$ cat src/rtl/dmac_xfer_seq.sv
// DMAC transfer sequencer: runs one block of word cycles for the granted channel and writes back MADR/BA.
// Optional build macro DMAC_STEP_BACK_EN adds the address-decrement mode selected by CFG_STEP_IN.
module dmac_xfer_seq #(
  parameter int NUM_CH = 7,
  parameter int ADDR_W = 32,
  parameter int CNT_W  = 16
) (
  input  logic              CLK,
  input  logic              RST_ASYNC,
  input  logic              RST_SYNC,
  input  logic              EN,
  input  logic [NUM_CH-1:0] DMAC_CH_SEL_IN,
  input  logic [ADDR_W-1:0] CFG_MADR_IN,
  input  logic [CNT_W-1:0]  CFG_BS_IN,
  input  logic [CNT_W-1:0]  CFG_BA_IN,
  input  logic              CFG_WR_IN,
  input  logic              CFG_STEP_IN,
  output logic              BUS_CYC_OUT,
  output logic              BUS_STB_OUT,
  output logic              BUS_WE_OUT,
  output logic [ADDR_W-1:0] BUS_ADR_OUT,
  input  logic              BUS_ACK_IN,
  output logic              BUS_LAST_ACK_OUT,
  output logic [NUM_CH-1:0] DMAC_ACK_OUT,
  output logic [ADDR_W-1:0] WB_MADR_OUT,
  output logic [CNT_W-1:0]  WB_BA_OUT,
  output logic [NUM_CH-1:0] WB_VLD_OUT,
  output logic [NUM_CH-1:0] DONE_OUT,
  output logic              BUSY_OUT
);

  typedef enum logic [1:0] {IDLE, LOAD, XFER, WBACK} state_t;

  state_t            state;
  logic [NUM_CH-1:0] ch;
  logic [ADDR_W-1:0] adr;
  logic [CNT_W:0]    wcnt;
  logic [CNT_W-1:0]  ba;
  logic              cyc;
  logic              we;
  logic [ADDR_W-1:0] wb_madr;
  logic [CNT_W-1:0]  wb_ba;
  logic [NUM_CH-1:0] wb_vld;
  logic [NUM_CH-1:0] done;
  logic [NUM_CH-1:0] sel_low;
  logic [ADDR_W-1:0] adr_next;
  logic              word_ack;
  logic              last_ack;

  // Two's-complement trick isolates the lowest set grant bit.
  assign sel_low = DMAC_CH_SEL_IN & (~DMAC_CH_SEL_IN + NUM_CH'(1));

`ifdef DMAC_STEP_BACK_EN
  logic step_back;
  assign adr_next = step_back ? (adr - ADDR_W'(4)) : (adr + ADDR_W'(4));
`else
  logic unused_step;
  assign unused_step = CFG_STEP_IN;
  assign adr_next    = adr + ADDR_W'(4);
`endif

  // Bus ACK only counts inside XFER and in enabled cycles.
  assign word_ack = EN && BUS_ACK_IN && (state == XFER);
  assign last_ack = word_ack && (wcnt == (CNT_W+1)'(1));

  assign BUS_LAST_ACK_OUT = last_ack;
  assign DMAC_ACK_OUT     = ch & {NUM_CH{word_ack}};
  assign BUS_CYC_OUT      = cyc;
  assign BUS_STB_OUT      = cyc;
  assign BUS_WE_OUT       = we;
  assign BUS_ADR_OUT      = adr;
  assign WB_MADR_OUT      = wb_madr;
  assign WB_BA_OUT        = wb_ba;
  assign WB_VLD_OUT       = wb_vld;
  assign DONE_OUT         = done;
  assign BUSY_OUT         = (state != IDLE);

  always_ff @(posedge CLK or posedge RST_ASYNC) begin
    if (RST_ASYNC) begin
      state   <= IDLE;
      ch      <= '0;
      adr     <= '0;
      wcnt    <= '0;
      ba      <= '0;
      cyc     <= 1'b0;
      we      <= 1'b0;
      wb_madr <= '0;
      wb_ba   <= '0;
      wb_vld  <= '0;
      done    <= '0;
`ifdef DMAC_STEP_BACK_EN
      step_back <= 1'b0;
`endif
    end else if (RST_SYNC) begin
      state   <= IDLE;
      ch      <= '0;
      adr     <= '0;
      wcnt    <= '0;
      ba      <= '0;
      cyc     <= 1'b0;
      we      <= 1'b0;
      wb_madr <= '0;
      wb_ba   <= '0;
      wb_vld  <= '0;
      done    <= '0;
`ifdef DMAC_STEP_BACK_EN
      step_back <= 1'b0;
`endif
    end else if (EN) begin
      wb_vld <= '0;
      done   <= '0;
      case (state)
        IDLE: begin
          if (|DMAC_CH_SEL_IN) begin
            ch    <= sel_low;
            state <= LOAD;
          end
        end
        LOAD: begin
          adr  <= CFG_MADR_IN;
          wcnt <= (CFG_BS_IN == '0) ? {1'b1, {CNT_W{1'b0}}} : {1'b0, CFG_BS_IN};
          ba   <= CFG_BA_IN;
          we   <= CFG_WR_IN;
`ifdef DMAC_STEP_BACK_EN
          step_back <= CFG_STEP_IN;
`endif
          if (CFG_BA_IN == '0) begin
            state   <= WBACK;
            wb_vld  <= ch;
            done    <= ch;
            wb_madr <= CFG_MADR_IN;
            wb_ba   <= '0;
          end else begin
            state <= XFER;
            cyc   <= 1'b1;
          end
        end
        XFER: begin
          if (word_ack) begin
            adr  <= adr_next;
            wcnt <= wcnt - (CNT_W+1)'(1);
            if (last_ack) begin
              cyc     <= 1'b0;
              ba      <= ba - CNT_W'(1);
              state   <= WBACK;
              wb_vld  <= ch;
              wb_madr <= adr_next;
              wb_ba   <= ba - CNT_W'(1);
              if (ba == CNT_W'(1)) done <= ch;
            end
          end
        end
        WBACK: state <= IDLE;
        default: state <= IDLE;
      endcase
    end
  end

endmodule

$ cat config.mk
export PLATFORM = sky130hd
export DESIGN_NAME = dmac_xfer_seq
export DESIGN_NICKNAME = d
export VERILOG_FILES = /design/src/rtl/dmac_xfer_seq.sv
export SDC_FILE = /design/constraint.sdc
export NUM_CORES = 1
export LEC_CHECK = 0
export ABC_AREA = 1
export BUFFER_PORTS_ARGS = -buffer_cell sky130_fd_sc_hd__buf_2
export CELL_PAD_IN_SITES_DETAIL_PLACEMENT = 0
export CELL_PAD_IN_SITES_GLOBAL_PLACEMENT = 1
export CORE_ASPECT_RATIO = 0.6
export CORE_MARGIN = 2
export CORE_UTILIZATION = 38
export DETAILED_ROUTE_END_ITERATION = 6
export PLACE_DENSITY_LB_ADDON = 0.1
export SLEW_MARGIN = 25
export SYNTH_ARGS = -nofsm -noshare
export SYNTH_HDL_FRONTEND = slang
export SYNTH_SLANG_ARGS = --single-unit
$ cat constraint.sdc
create_clock -name CLK -period 4.5 [get_ports CLK]
set_input_delay 0 -clock CLK [delete_from_list [all_inputs] [get_ports CLK]]
set_output_delay 0 -clock CLK [all_outputs]
set_load 0.005 [all_outputs]
## Yosys cells after proc, flatten, opt, wreduce, memory -nomap -nowiden

Cells that the tools add are included.

| word-level totals | value |
|---|---|
| flip-flop bits (word level) | 138 |
| input port bits | 78 |
| output and inout bits | 106 |
| logic and storage cells | 104 |

| cells by class | value |
|---|---|
| add/sub/neg operators | 4 |
| eq/ne operators | 10 |
| multiplexer cells | 56 |
| bitwise gates (word level) | 3 |
| reductions and logical operators | 20 |

Operators by type and width:

| kind | number |
|---|---|
| $mux W32 | 8 |
| $pmux W32 S2 | 2 |
| $mux W16 | 7 |
| $mux W7 | 14 |
| $mux W17 | 4 |
| $pmux W16 S2 | 2 |
| $pmux W17 S2 | 1 |
| $add A32 B3 Y32 const B | 1 |
| $logic_not A16 Y1 | 2 |
| $pmux W7 S2 | 2 |
| $eq A17 B1 Y1 const B | 1 |
| $sub A17 B1 Y17 const B | 1 |
| $eq A16 B1 Y1 const B | 1 |
| $sub A16 B1 Y16 const B | 1 |
| $ne A3 B3 Y1 const B | 5 |
| $and A7 B7 Y7 | 2 |
| $mux W2 | 5 |
| $reduce_and A5 Y1 | 2 |
| $reduce_bool A2 Y1 | 5 |
| $mux W1 | 9 |
| $pmux W2 S4 | 1 |
| $reduce_and A4 Y1 | 2 |
| $add A7 B1 Y7 const B | 1 |
| $not A7 Y7 | 1 |
| other kinds (9) | 13 |

## Longest topological paths before layout

| logic depth | value |
|---|---|
| depth after elaboration | 8 |
| depth in mapped cells | 13 |
| depth with buffers taken out | 12 |

## Least setup slack after synthesis

No wires, ideal clock.

| path | value |
|---|---|
| path type | register to register |
| start point | register state[0] |
| end point | register wb_madr[2], in the netlist WB_MADR_OUT[2] |
| setup time | 0.117 ns |
| arrival time | 1.896 ns |
| data required time | 4.383 ns |
| path slack | 2.487 ns |
| cell stages (with the launch flop) | 13 |
| path buffers | 3 |
| period minus slack after synthesis | 2.013 ns |
| path through | dfrtp_1 inv_1 ha_1 buf_4 nand3_4 nor2_4 nand3_4 a21oi_4 nand2_2 buf_2 buf_6 nand2_1 nand2_1 |

| on the way | value |
|---|---|
| word-level cells in the longest chain between the ends | 5 |
| elaborated cells on any way between the ends | 12 |
| classes of those cells | eq/ne (5); mux (3); reduce/logical (4) |

Ends and longest elaborated chain:

| what | line | text |
|---|---|---|
| start: declaration | 34 | `state_t state;` |
| start signal: assignment | 80 | `state <= IDLE;` |
| start signal: assignment | 95 | `state <= IDLE;` |
| start signal: assignment | 116 | `state <= LOAD;` |
| $eq A2 B2 Y1 | 63, 112 |  |
| $logic_and A1 B1 Y1 | 63 | `assign word_ack = EN && BUS_ACK_IN && (state == XFER);` |
| $logic_and A1 B1 Y1 | 64 | `assign last_ack = word_ack && (wcnt == (CNT_W+1)'(1));` |
| $ne A3 B3 Y1 (no source line) | - |  |
| $reduce_and A5 Y1 (no source line) | - |  |
| end signal: assignment | 147 | `wb_madr <= adr_next;` |
| end: declaration | 41 | `logic [ADDR_W-1:0] wb_madr;` |

Parallel ways exist; a longest one is shown, timed or not. The select of a mux whose other input is x is not followed.
A chain may end at the register's enable or synchronous reset.

## Worst setup path after layout

| path | value |
|---|---|
| start point | register state[0] |
| end point | register wb_ba[4], in the netlist WB_BA_OUT[4] |

| on the way | value |
|---|---|
| word-level cells in the longest chain between the ends | 5 |
| elaborated cells on any way between the ends | 12 |
| classes of those cells | eq/ne (5); mux (3); reduce/logical (4) |

Ends and longest elaborated chain:

| what | line | text |
|---|---|---|
| $eq A2 B2 Y1 | 63, 112 |  |
| $logic_and A1 B1 Y1 | 63 |  |
| $logic_and A1 B1 Y1 | 64 |  |
| $ne A3 B3 Y1 (no source line) | - |  |
| $reduce_and A5 Y1 (no source line) | - |  |
| end signal: assignment | 148 | `wb_ba <= ba - CNT_W'(1);` |
| end: declaration | 42 | `logic [CNT_W-1:0] wb_ba;` |

Parallel ways exist; a longest one is shown, timed or not. The select of a mux whose other input is x is not followed.

==> results.cfg <==
[run_status]
status = finished clean

[grt]
antenna_found_initial = 0
grt_pass1_vias = 7594
grt_util_met3_pct = 6.00
grt_first_pass_wirelength_um = 42200
grt_max_degree = 98
grtUsageMet2_pct = 31.9
met1_usage_pct = 41.0
grtUsageTotal_pct = 25.0
grt_overflow = 0
grt.busiest_layer = met1

[synthesis]
synth_area_per_cell_um2 = 6.73
syn_nets = 1268
ys_seq_elements = 138
synth-seq-area-share_pct = 43.4
syn_inst = 1181
syn_area_um2 = 7950
yosys.cell_types.count = 33
ys_warn_count = 0

[clock_tree]
clkSinkCount = 138
cts-htree-levels = 4
clockBufferDepth = 2
clk_pin_slew_worst_paths_ns = 0.06
cts_buffers = 17
cts_tree = yes
clk_latency_ns = 0.44
postCtsSetupRepairBufs = 0
cts_root_buf = clkbuf_16

[critical_path]
cp-start-kind = register
critical_path_class = reg2reg
cp_data_required_time_ns = 4.82
arrival_ns = 3.31
cp_max_fo = 44
ff2ff_setup_slack_ns = 1.51
end_kind = register

[layout]
post-route-util_pct = 51.8
drive_gt1_share_pct = 16.7
n_antenna_cell = 0
fin_area_um2 = 10500
synthToLayoutAreaGrowth_pct = 32.0
nets = 1522
nFillCells = 2106

[sta]
hold_viol_final = 0
report.final.slew_viol_count = 0
finalSetupViolations = 0
fin_skew_ns = 0.0131
fmax_mhz = 334
fin_crit_ns = 2.99
tns_ns = 0
tightest_slew_ns = 0.844
fin_crit_sh_pct = 66.5
relSlewSlack_pct = 43.3
rsz0062_at_grt = no

[min_path]
hold_path_class = in2reg

[job]
drv_cap = 0

[placement]
place_hpwl_um = 19000
dpl_cell_area_um2 = 9110
place.gp.congestion = 0.915
port_buffers = 182

[floorplan]
die_y_um = 116
start_util_pct = 39.2
rows = 40
die_area_um2 = 22100
core-area_um2 = 20300
io-pin-count = 184
fp.dieW_um = 191

[drt]
avgRoutedWirePerCell_um = 15.5
routed_wl_um = 26700
drt_iter0_drc = 610
drc = 0
detail-route-antenna-nets = 0
via_per_inst = 4.79
drtPass1Iterations = 5
vias = 8243

[pwr]
peakVddDrop_mv = 0.288
cellPowerDensity_nw_per_um2 = 548
power_mw = 5.75
power.leakage_nw = 5.49
==> kinds of logic (layout without fill, tap and decap cells) <==
family / after synthesis / count (layout) / share of synthesized area (%)
XOR/XNOR: 8 / 8 / 0.882
AND/OR/NAND/NOR: 769 / 769 / 38.7
buffers and inverters: 132 / 399 / 6.91
flip-flops: 138 / 138 / 43.4
adder cells (fa/ha/maj): 9 / 9 / 1.42
AO/OA/AOI/OAI: 125 / 125 / 8.61
==> repair_timing <==
item,4_1_cts,5_1_grt
endpoints found under the hold margin,200,0
hold buffers,77,0
resized for setup,0,0
==> per-stage QoR <==
stage | hold WS, ns | std cells | setup slack, ns
2_1_floorplan | 0.146 | 1181 | 0.804
3_3_place_gp | 0.263 | 1611 | 1.50
3_5_place_dp | 0.268 | 1611 | 1.46
4_1_cts | 0.0228 | 1720 | 1.45
5_1_grt | 0.0819 | 1721 | 1.20
6_report | 0.0250 | 1721 | 1.51
==> final cells by class <==
type / instances / area [um2] / share of cell area, %
sequential: 138 / 3450 / 32.9
inverter: 97 / 369 / 3.52
timing repair buffer: 270 / 1780 / 17.0
multi-input combinational: 911 / 3960 / 37.7
clock inverter: 14 / 148 / 1.41
tap: 273 / 342 / 3.26
clock buffer: 18 / 439 / 4.19
==> critical path, stage by stage (launching register included) <==
cell and delay, ns:
dfrtp_1 0.39, inv_1 0.11, ha_1 0.30, inv_2 0.21, nor2_4 0.04, buf_4 0.30, a21oi_4 0.62, nand2_2 0.40
buf_4 0.34, nand2_1 0.08, o21ai_1 0.06
==> routing by layer <==
metal | vias up | wire length, um
li1 | 4223 | -
met2 | 226 | 9730
met3 | 9 | 1710
met5 | - | 0
met1 | 3785 | 15100
met4 | 0 | 144
==> where the power goes <==
part           switching (mW)  leakage (nW)  internal [mW]
logic                    1.48          3.38          0.790
clock network           0.591         0.274          0.830
registers               0.422          1.83           1.65
total                    2.49          5.49           3.26
==> placed cells by master (no fill, tap or decap), types with 2 or more instances in the layout <==
cell type / instances
nand2_1: 522
buf_2: 182
nor2_1: 147
dfrtp_1: 138
inv_1: 94
o21ai_0: 86
dlygate4sd3_1: 77
nand3_1: 71
clkbuf_16: 17
a21oi_1: 10
buf_4: 10
ha_1: 9
nand4_1: 8
xor2_1: 7
o22ai_1: 7
o21ai_1: 6
o21a_1: 6
clkinvlp_4: 5
nor2_2: 4
nand2_2: 4
nand3b_1: 4
o211ai_1: 4
nor2_4: 3
nor3_1: 3
clkinv_2: 3
clkinv_4: 3
inv_2: 2
nand3_4: 2
inv_6: 2
o21bai_1: 2
bufinv_16: 2
==> final timing paths <==
kind / start / cells past startpoint / to
setup / recovery: state[0]$_DFFE_PP0P_ / 10 / WB_BA_OUT[4]$_DFFE_PP0P_
hold reg to reg: WB_MADR_OUT[8]$_DFFE_PP0P_ / 2 / WB_MADR_OUT[8]$_DFFE_PP0P_
min in group asynchronous: RST_ASYNC / 3 / BUS_ADR_OUT[1]$_DFFE_PP0P_
max in group asynchronous: RST_ASYNC / 4 / WB_MADR_OUT[18]$_DFFE_PP0P_
hold / removal: CFG_BA_IN[8] / 5 / ba[8]$_DFFE_PP0P_
setup reg to reg: state[0]$_DFFE_PP0P_ / 10 / WB_BA_OUT[4]$_DFFE_PP0P_
==> synth_stat cells, drive strengths merged <==
| master | instances | area, um2 |
|---|---|---|
| a21boi | 1 | 7.51 |
| o21a | 6 | 45.0 |
| nand2 | 526 | 1980 |
| o21ai | 92 | 460 |
| dfrtp | 138 | 3450 |
| nand4 | 8 | 50.1 |
| buf | 18 | 121 |
| inv | 97 | 364 |
| xnor2 | 1 | 8.76 |
| nor3 | 3 | 15.0 |
| ha | 9 | 113 |
| a21oi | 11 | 66.3 |
| o211ai | 4 | 30.0 |
| nand3 | 73 | 390 |
| clkbuf | 17 | 63.8 |
| nor2 | 154 | 601 |
| nand3b | 4 | 30.0 |
| a22o | 1 | 8.76 |
| and3b | 1 | 8.76 |
| a22oi | 1 | 7.51 |
| o21bai | 2 | 15.0 |
| o22ai | 7 | 43.8 |
| xor2 | 7 | 61.3 |
==> sequential cells by signal (all words and copies together) (netlist names) <==
register	flops
BUS_ADR_OUT	32
BUS_CYC_OUT	1
BUS_WE_OUT	1
DONE_OUT	7
WB_BA_OUT	16
WB_MADR_OUT	32
WB_VLD_OUT	7
ba	16
ch	7
state	2
wcnt	17
Note: power is estimated with default switching activity, not from simulation.
